[src/rtl/matmul_pkg.sv]
// Shared definitions for the matrix-multiply job arbiter: job word counts,
// FSM state encoding and the one-hot grant type.
package matmul_pkg;

  localparam int MM_IN_WORDS  = 32;
  localparam int MM_OUT_WORDS = 16;
  localparam int MM_CNT_W     = 5;

  typedef enum logic [1:0] {
    IDLE  = 2'd0,
    FEED  = 2'd1,
    DRAIN = 2'd2
  } state_e;

  typedef logic [1:0] grant_t;

  localparam grant_t GRANT_NONE = 2'b00;
  localparam grant_t GRANT_0    = 2'b01;
  localparam grant_t GRANT_1    = 2'b10;

endpackage

[src/rtl/matmul_rr_arb.sv]
// Two-way round-robin picker: a lone requester wins, on a tie the requester
// that did not own the previous job wins. Purely combinational.
module matmul_rr_arb
  import matmul_pkg::*;
(
  input  logic   req0,
  input  logic   req1,
  input  logic   last_grant,
  output grant_t pick
);

  always_comb begin
    pick = GRANT_NONE;
    if (req0 && req1) begin
      pick = last_grant ? GRANT_0 : GRANT_1;
    end else if (req0) begin
      pick = GRANT_0;
    end else if (req1) begin
      pick = GRANT_1;
    end
  end

endmodule

[src/rtl/matmul_job_arbiter.sv]
// Shares one 4x4 matmul engine between two AXI-Stream requesters, one job at a
// time. Optional per-requester job counters when MATMUL_ARB_STATS_EN is defined.
module matmul_job_arbiter
  import matmul_pkg::*;
#(
  parameter int pDATA_WIDTH = 32
) (
  input  logic                   axis_clk,
  input  logic                   axis_rst_n,

  input  logic                   s0_tvalid,
  output logic                   s0_tready,
  input  logic                   s0_tlast,
  input  logic [pDATA_WIDTH-1:0] s0_tdata,
  input  logic                   s1_tvalid,
  output logic                   s1_tready,
  input  logic                   s1_tlast,
  input  logic [pDATA_WIDTH-1:0] s1_tdata,

  output logic                   m0_tvalid,
  input  logic                   m0_tready,
  output logic                   m0_tlast,
  output logic [pDATA_WIDTH-1:0] m0_tdata,
  output logic                   m1_tvalid,
  input  logic                   m1_tready,
  output logic                   m1_tlast,
  output logic [pDATA_WIDTH-1:0] m1_tdata,

  output logic                   eng_ss_tvalid,
  input  logic                   eng_ss_tready,
  output logic                   eng_ss_tlast,
  output logic [pDATA_WIDTH-1:0] eng_ss_tdata,
  input  logic                   eng_sm_tvalid,
  output logic                   eng_sm_tready,
  input  logic                   eng_sm_tlast,
  input  logic [pDATA_WIDTH-1:0] eng_sm_tdata,

  output logic [1:0]             grant,
  output logic                   busy,
  output logic                   err_len
`ifdef MATMUL_ARB_STATS_EN
  ,
  output logic [15:0]            job_cnt0,
  output logic [15:0]            job_cnt1
`endif
);

  state_e                state_q, state_d;
  logic [MM_CNT_W-1:0]   cnt_q, cnt_d;
  logic                  last_grant_q, last_grant_d;
  grant_t                grant_q, grant_d;
  logic                  err_len_q, err_len_d;

  grant_t                pick;
  logic                  in_feed, in_drain;
  logic                  sel1;
  logic                  s_tvalid_sel, s_tlast_sel;
  logic [pDATA_WIDTH-1:0] s_tdata_sel;
  logic                  m_tready_sel;
  logic                  last_in, last_out;
  logic                  feed_hs, drain_hs, job_done;

  // Engine result framing comes from the beat counter, not the engine's tlast.
  logic                  unused_sm_tlast;
  assign unused_sm_tlast = eng_sm_tlast;

  matmul_rr_arb u_rr_arb (
    .req0       (s0_tvalid),
    .req1       (s1_tvalid),
    .last_grant (last_grant_q),
    .pick       (pick)
  );

  assign in_feed  = (state_q == FEED);
  assign in_drain = (state_q == DRAIN);
  assign sel1     = grant_q[1];
  assign last_in  = (cnt_q == MM_CNT_W'(MM_IN_WORDS - 1));
  assign last_out = (cnt_q == MM_CNT_W'(MM_OUT_WORDS - 1));

  assign s_tvalid_sel = sel1 ? s1_tvalid : s0_tvalid;
  assign s_tlast_sel  = sel1 ? s1_tlast  : s0_tlast;
  assign s_tdata_sel  = sel1 ? s1_tdata  : s0_tdata;
  assign m_tready_sel = sel1 ? m1_tready : m0_tready;

  assign feed_hs  = eng_ss_tvalid && eng_ss_tready;
  assign drain_hs = eng_sm_tvalid && eng_sm_tready;
  assign job_done = drain_hs && last_out;

  // Combinational stream steering; everything not owned by the grant is zero.
  always_comb begin
    eng_ss_tvalid = 1'b0;
    eng_ss_tlast  = 1'b0;
    eng_ss_tdata  = '0;
    eng_sm_tready = 1'b0;
    s0_tready     = 1'b0;
    s1_tready     = 1'b0;
    m0_tvalid     = 1'b0;
    m0_tlast      = 1'b0;
    m0_tdata      = '0;
    m1_tvalid     = 1'b0;
    m1_tlast      = 1'b0;
    m1_tdata      = '0;
    if (in_feed) begin
      eng_ss_tvalid = s_tvalid_sel;
      eng_ss_tlast  = last_in;
      eng_ss_tdata  = s_tdata_sel;
      s0_tready     = grant_q[0] && eng_ss_tready;
      s1_tready     = grant_q[1] && eng_ss_tready;
    end
    if (in_drain) begin
      eng_sm_tready = m_tready_sel;
      if (grant_q[0]) begin
        m0_tvalid = eng_sm_tvalid;
        m0_tlast  = last_out;
        m0_tdata  = eng_sm_tdata;
      end
      if (grant_q[1]) begin
        m1_tvalid = eng_sm_tvalid;
        m1_tlast  = last_out;
        m1_tdata  = eng_sm_tdata;
      end
    end
  end

  always_comb begin
    state_d      = state_q;
    cnt_d        = cnt_q;
    last_grant_d = last_grant_q;
    grant_d      = grant_q;
    err_len_d    = err_len_q;
    case (state_q)
      IDLE: begin
        if (s0_tvalid || s1_tvalid) begin
          state_d = FEED;
          grant_d = pick;
        end
      end
      FEED: begin
        if (feed_hs) begin
          cnt_d = cnt_q + 1'b1;
          if (s_tlast_sel != last_in) begin
            err_len_d = 1'b1;
          end
          if (last_in) begin
            state_d = DRAIN;
            cnt_d   = '0;
          end
        end
      end
      DRAIN: begin
        if (drain_hs) begin
          cnt_d = cnt_q + 1'b1;
          if (last_out) begin
            state_d      = IDLE;
            cnt_d        = '0;
            last_grant_d = grant_q[1];
            grant_d      = GRANT_NONE;
          end
        end
      end
      default: begin
        state_d = IDLE;
        cnt_d   = '0;
        grant_d = GRANT_NONE;
      end
    endcase
  end

  always_ff @(posedge axis_clk or posedge axis_rst_n) begin
    if (axis_rst_n) begin
      state_q      <= IDLE;
      cnt_q        <= '0;
      last_grant_q <= 1'b1;
      grant_q      <= GRANT_NONE;
      err_len_q    <= 1'b0;
    end else begin
      state_q      <= state_d;
      cnt_q        <= cnt_d;
      last_grant_q <= last_grant_d;
      grant_q      <= grant_d;
      err_len_q    <= err_len_d;
    end
  end

  assign grant   = grant_q;
  assign busy    = (state_q != IDLE);
  assign err_len = err_len_q;

`ifdef MATMUL_ARB_STATS_EN
  logic [15:0] job_cnt0_q, job_cnt0_d;
  logic [15:0] job_cnt1_q, job_cnt1_d;

  always_comb begin
    job_cnt0_d = job_cnt0_q;
    job_cnt1_d = job_cnt1_q;
    if (job_done && grant_q[0]) begin
      job_cnt0_d = job_cnt0_q + 16'd1;
    end
    if (job_done && grant_q[1]) begin
      job_cnt1_d = job_cnt1_q + 16'd1;
    end
  end

  always_ff @(posedge axis_clk or posedge axis_rst_n) begin
    if (axis_rst_n) begin
      job_cnt0_q <= '0;
      job_cnt1_q <= '0;
    end else begin
      job_cnt0_q <= job_cnt0_d;
      job_cnt1_q <= job_cnt1_d;
    end
  end

  assign job_cnt0 = job_cnt0_q;
  assign job_cnt1 = job_cnt1_q;
`else
  logic unused_job_done;
  assign unused_job_done = job_done;
`endif

endmodule

[config.mk]
export PLATFORM = sky130hd
export DESIGN_NAME = matmul_job_arbiter
export DESIGN_NICKNAME = d
export VERILOG_FILES = /design/src/rtl/matmul_pkg.sv /design/src/rtl/matmul_rr_arb.sv /design/src/rtl/matmul_job_arbiter.sv
export SDC_FILE = /design/constraint.sdc
export NUM_CORES = 1
export LEC_CHECK = 0
export ABC_AREA = 1
export CAP_MARGIN = 20
export CORE_AREA = 2 2 84 86
export DETAILED_ROUTE_END_ITERATION = 7
export DIE_AREA = 0 0 86 88
export PLACE_DENSITY = 0.89
export SYNTH_ARGS = -nofsm -noshare
export SYNTH_HDL_FRONTEND = slang
export SYNTH_SLANG_ARGS = --single-unit
[constraint.sdc]
create_clock -name axis_clk -period 3.4 [get_ports axis_clk]
set_clock_uncertainty 0.2 [all_clocks]
set_input_delay 1.02 -clock axis_clk [delete_from_list [all_inputs] [get_ports axis_clk]]
set_output_delay 1.02 -clock axis_clk [all_outputs]
set_load 0.02 [all_outputs]
# After elaboration in Yosys (flattened, before gate mapping)

Cells that the tools add are included.

Logic and storage cells: 70
Output and inout bits: 109
Flip-flop bits (word level): 11

$add $sub $neg: 1
Bitwise logic cells: 2
Reductions and logical operators: 13
Mux-type cells: 39
Eq/ne operators: 10

Operators by type and width:

| cell                                                 | count |
|---|---|
| 2-to-1 mux 32 bit                                    | 6 |
| 2-to-1 mux 2 bit                                     | 10 |
| 2-to-1 mux 5 bit                                     | 4 |
| 2-to-1 mux 1 bit                                     | 16 |
| one-hot mux 5 bit (3 select lines)                   | 1 |
| one-hot mux 2 bit (3 select lines)                   | 2 |
| AND reduction 3 bit                                  | 3 |
| != test 2 x 1 -> 1 bit (second input constant)       | 4 |
| adder 5 x 1 -> 5 bit (second input constant)         | 1 |
| equality test 5 x 4 -> 1 bit (second input constant) | 1 |
| equality test 5 bit (second input constant)          | 1 |
| logical AND 1 bit                                    | 5 |
| AND reduction 5 bit                                  | 1 |
| AND reduction 4 bit                                  | 1 |
| equality test 2 x 1 -> 1 bit (second input constant) | 1 |
| equality test 2 bit (second input constant)          | 1 |
| zero test 2 bit                                      | 1 |
| != test 2 bit (second input constant)                | 1 |
| inverter 1 bit                                       | 2 |
| nonzero test 2 bit                                   | 1 |
| logical OR 1 bit                                     | 1 |
| != test 1 bit                                        | 1 |

# Longest topological paths before layout

Depth in word-level cells: 5
Depth in mapped cells: 11

# Cells and area by module

From an unflattened synthesis, not the netlist that was laid out.

Cells, all modules: 339
Area total of the unflattened synthesis: 1,766.7 µm²

By module, submodules not included:

| module             | seq. area each (µm²) | area each (µm²) | times used | cells an instance |
|---|---|---|---|---|
| matmul_job_arbiter | 276.5                | 1,745.4         | 1          | 334 |
| matmul_rr_arb      | 0.0                  | 21.3            | 1          | 5 |

# Least setup slack after synthesis

OpenSTA, ideal clock, no wires.

Kind: input to output
Start point: input eng_ss_tready
End point: output s1_tready
Arrival time: 1.507 ns
Stages on the path: 2
Slack: 0.673 ns
Path through: inv_1 -> nor3_1

Longest elaborated chain between the ends: 2

RTL lines:

| element           | line                      | text |
|---|---|---|
| start, declared   | matmul_job_arbiter.sv:30  | `input logic eng_ss_tready,` |
| logical AND 1 bit | matmul_job_arbiter.sv:108 | `s1_tready = grant_q[1] && eng_ss_tready;` |
| 2-to-1 mux 1 bit  | matmul_job_arbiter.sv:103 | `if (in_feed) begin` |
| end, declared     | matmul_job_arbiter.sv:16  | `output logic s1_tready,` |

No other way between the ends.

# Worst setup path after layout

Start point: input m0_tready
End point: output eng_sm_tready

Longest elaborated chain between the ends: 2

RTL lines:

| element          | line                      | text |
|---|---|---|
| start, declared  | matmul_job_arbiter.sv:21  | `input logic m0_tready,` |
| 2-to-1 mux 1 bit | matmul_job_arbiter.sv:83  | `assign m_tready_sel = sel1 ? m1_tready : m0_tready;` |
| 2-to-1 mux 1 bit | matmul_job_arbiter.sv:110 | `if (in_drain) begin` |
| end, declared    | matmul_job_arbiter.sv:34  | `output logic eng_sm_tready,` |

No other way between the ends.

==> results by group <==
Floorplan
  • Ports: 216
  • Core Rows: 30
  • Die area: 7570 um2
  • Initial core utilization: 0.259
  • Die H: 88 um
  • DIE WIDTH: 86 um
  • Placeable Area: 6640 um2

Pwr
  • Total power: 1.78 mW
  • Leakage power: 2.31 nW
  • Max IR drop VDD: 0.374 mV
  • Pwr per Cell Area: 454 nW/um2

STA
  • Period minus WS final: 3.29 ns
  • Slew headroom: 0.712
  • Final WS setup: 0.113 ns
  • Final Hold Viols: 0
  • Final setup fails: 0
  • Max Fclk: 304 MHz
  • Hold Slack: 0.280 ns
  • Max Transition Viols Final: 0
  • Worst slew pin tran: 0.431 ns
  • Sum Neg Setup Slack: 0 ns
  • Unrepaired setup endpoints after global routing: false
  • Tcrit/Tclk final: 0.967

Place
  • IO Port Bufs: 214
  • # placed instances: 620
  • Routability cong.: 0.874
  • Post-DP HPWL: 6690 um
  • Cell area after placement: 4000 um2
  • Pre-CTS setup slack: -0.256 ns

Global route
  • Largest net degree at the start of global routing: 38
  • Total global-route track usage: 0.194
  • Global-route wire length before repair: 12000 um
  • Initial antenna violation count: 0
  • GRT overflow: 0
  • Vias in the first global route: 2544

Worst setup path
  • Crit. End Element: output pin
  • Slowest cell on crit path: clkdlybuf4s50_1
  • Startpoint types: input port
  • Setup CP Type: in -> out
  • Slowest Stage Delay on Critical Path: 0.50 ns
  • Crit path max fanout: 2
  • Crit path required time: 2.18 ns
  • Cell family with most CP delay: buffers and inverters
  • Cell Chain, Critical Path: clkdlybuf4s50_1 -> nand2_4 -> a21oi_1 -> dlygate4sd2_1
  • CP bufs+invs: 2
  • RR Endpoint: cnt_q[3]
  • R2r startpoint: cnt_q[0]
  • R2R cell count: 11
  • Crit path to: eng_sm_tready
  • Crit path DAT: 2.07 ns
  • Reg2reg setup slack: 1.42 ns
  • Worst path depth: 4
  • Crit path from: m0_tready

Clock network
  • Worst-skew pair later-pin latency: 0.24 ns
  • Clk root buf: clkbuf_8
  • CTS tree: done
  • Max Root-Sink Buffers: 2
  • Resized Gates After CTS: 102
  • Setup bufs post-CTS: 0
  • CTS sink cnt: 11
  • H-Tree Depth: 1
  • TritonCTS buffer count: 3
  • Cts-stage hold buffer count: 0
  • Clock slew at reported path FFs: 0.06 ns

Logic synthesis
  • EDFF count, synth: 0
  • Mapped Area: 1720 um2
  • Async SR Flop Fraction: 1.00
  • Gate Count Post-Synth: 330
  • Seq/Total Area, Yosys: 0.161
  • Unique cell type count in the Yosys netlist: 28
  • Mean Syn Cell Area: 5.21 um2
  • Yosys warnings: 0
  • Mapped Nets: 445
  • Register bit count reported by yosys: 11
  • Top FF cell, synth: dfrtp_1

Drt
  • Routed len/inst: 13.2 um
  • Routed wire length: 8240 um
  • Via-per-instance ratio: 4.44
  • Via Count: 2771
  • Initial DRC count: 64
  • TritonRoute pass-1 iters: 4
  • DRC Markers: 0
  • ANT nets after route: 0

Final layout
  • Area Overhead vs Synth: 128%
  • Nets: 660
  • Design Area, Final: 3920 um2
  • Total inserted antenna cells: 0
  • Layout cell share with drive strength beyond 1: 0.0643
  • Post-Route Utilization: 0.590
  • Non-Filler Instances: 624

Hold path
  • Hold path depth: 1
  • Tightest Hold Check Type: reg -> reg

Flow run
  • Max Cap Violations: 0

Outcome
  • Status: completed
-- logic make-up after synthesis --
kind of cell / synth area share
compound gates: 0.148
xor+xnor: 0.00510
fa+ha+maj: 0.0583
buf+inv: 0.156
flops: 0.161
simple gates: 0.472
-- layer usage --
layer  share of wire  wire length [um]  up-vias  global-route usage
met2            0.52              4320      107               0.376
met3           0.072               592       10              0.0377
met1            0.39              3220     1234               0.222
met4           0.013               110        0              0.0303
li1                -                 -     1420                   -
met5               0                 0        -                   0
-- how the worst min path moves through the flow --
| stage | startpoint | to | slack (ns) |
|---|---|---|---|
| after floorplan | cnt_q[3] | cnt_q[3] | 0.26 |
| after global placement | err_len | err_len | 0.26 |
| after detailed placement | err_len | err_len | 0.27 |
| after CTS | err_len | err_len | 0.28 |
| after global routing | err_len | err_len | 0.31 |
| final | err_len | err_len | 0.28 |
-- layout by cell type (no fill, tap or decap), types with 2 or more instances in the layout --
cell type | Yosys | final
a21oi_1 | 4 | 4
buf_4 | 0 | 13
clkbuf_8 | 0 | 3
clkdlybuf4s50_1 | 0 | 110
dfrtp_1 | 10 | 10
dlygate4sd2_1 | 0 | 101
dlymetal6s2s_1 | 0 | 2
ha_1 | 8 | 7
inv_1 | 46 | 46
inv_2 | 2 | 2
nand2_1 | 34 | 34
nand2_2 | 3 | 3
nand2_4 | 3 | 3
nand3_1 | 12 | 12
nor2_1 | 140 | 139
nor2_4 | 2 | 2
nor3_1 | 2 | 2
o21ai_0 | 34 | 34
-- sequential cells by signal, summed over array words and instances, names as in the netlist --
signal        cells
cnt_q             5
last_grant_q      1
state_q           2
grant             2
err_len           1
-- layout make-up --
cell class,count,area [um2]
Fill cell,651,2720
Timing Repair Buffer,228,2130
Multi-Input combinational cell,252,1180
Sequential cell,11,277
Inverter,49,186
Tap cell,80,100
Clock buffer,4,45.0
-- cells in the mapped netlist (2+ instances only) --
master / n / area, um2
dfrtp_1: 10 / 250
a21oi_1: 4 / 20.0
clkbuf_1: 12 / 45.0
buf_2: 5 / 25.0
nor2_4: 2 / 22.5
ha_1: 8 / 100
inv_2: 2 / 7.51
nand2_1: 34 / 128
inv_1: 46 / 173
nor3_1: 2 / 10.0
nand2_2: 3 / 18.8
nand2_4: 3 / 33.8
nand3_1: 12 / 60.1
o21ai_0: 34 / 170
nor2_1: 140 / 526
-- power breakdown --
group          internal, mW  leakage, nW  switching, mW  total, mW
logic                 0.561         2.15          0.885       1.45
registers             0.165        0.141         0.0329      0.198
clock network        0.0825       0.0228         0.0518      0.134
total                 0.809         2.31          0.969       1.78
No activity file was read; power rests on OpenSTA's default activity.
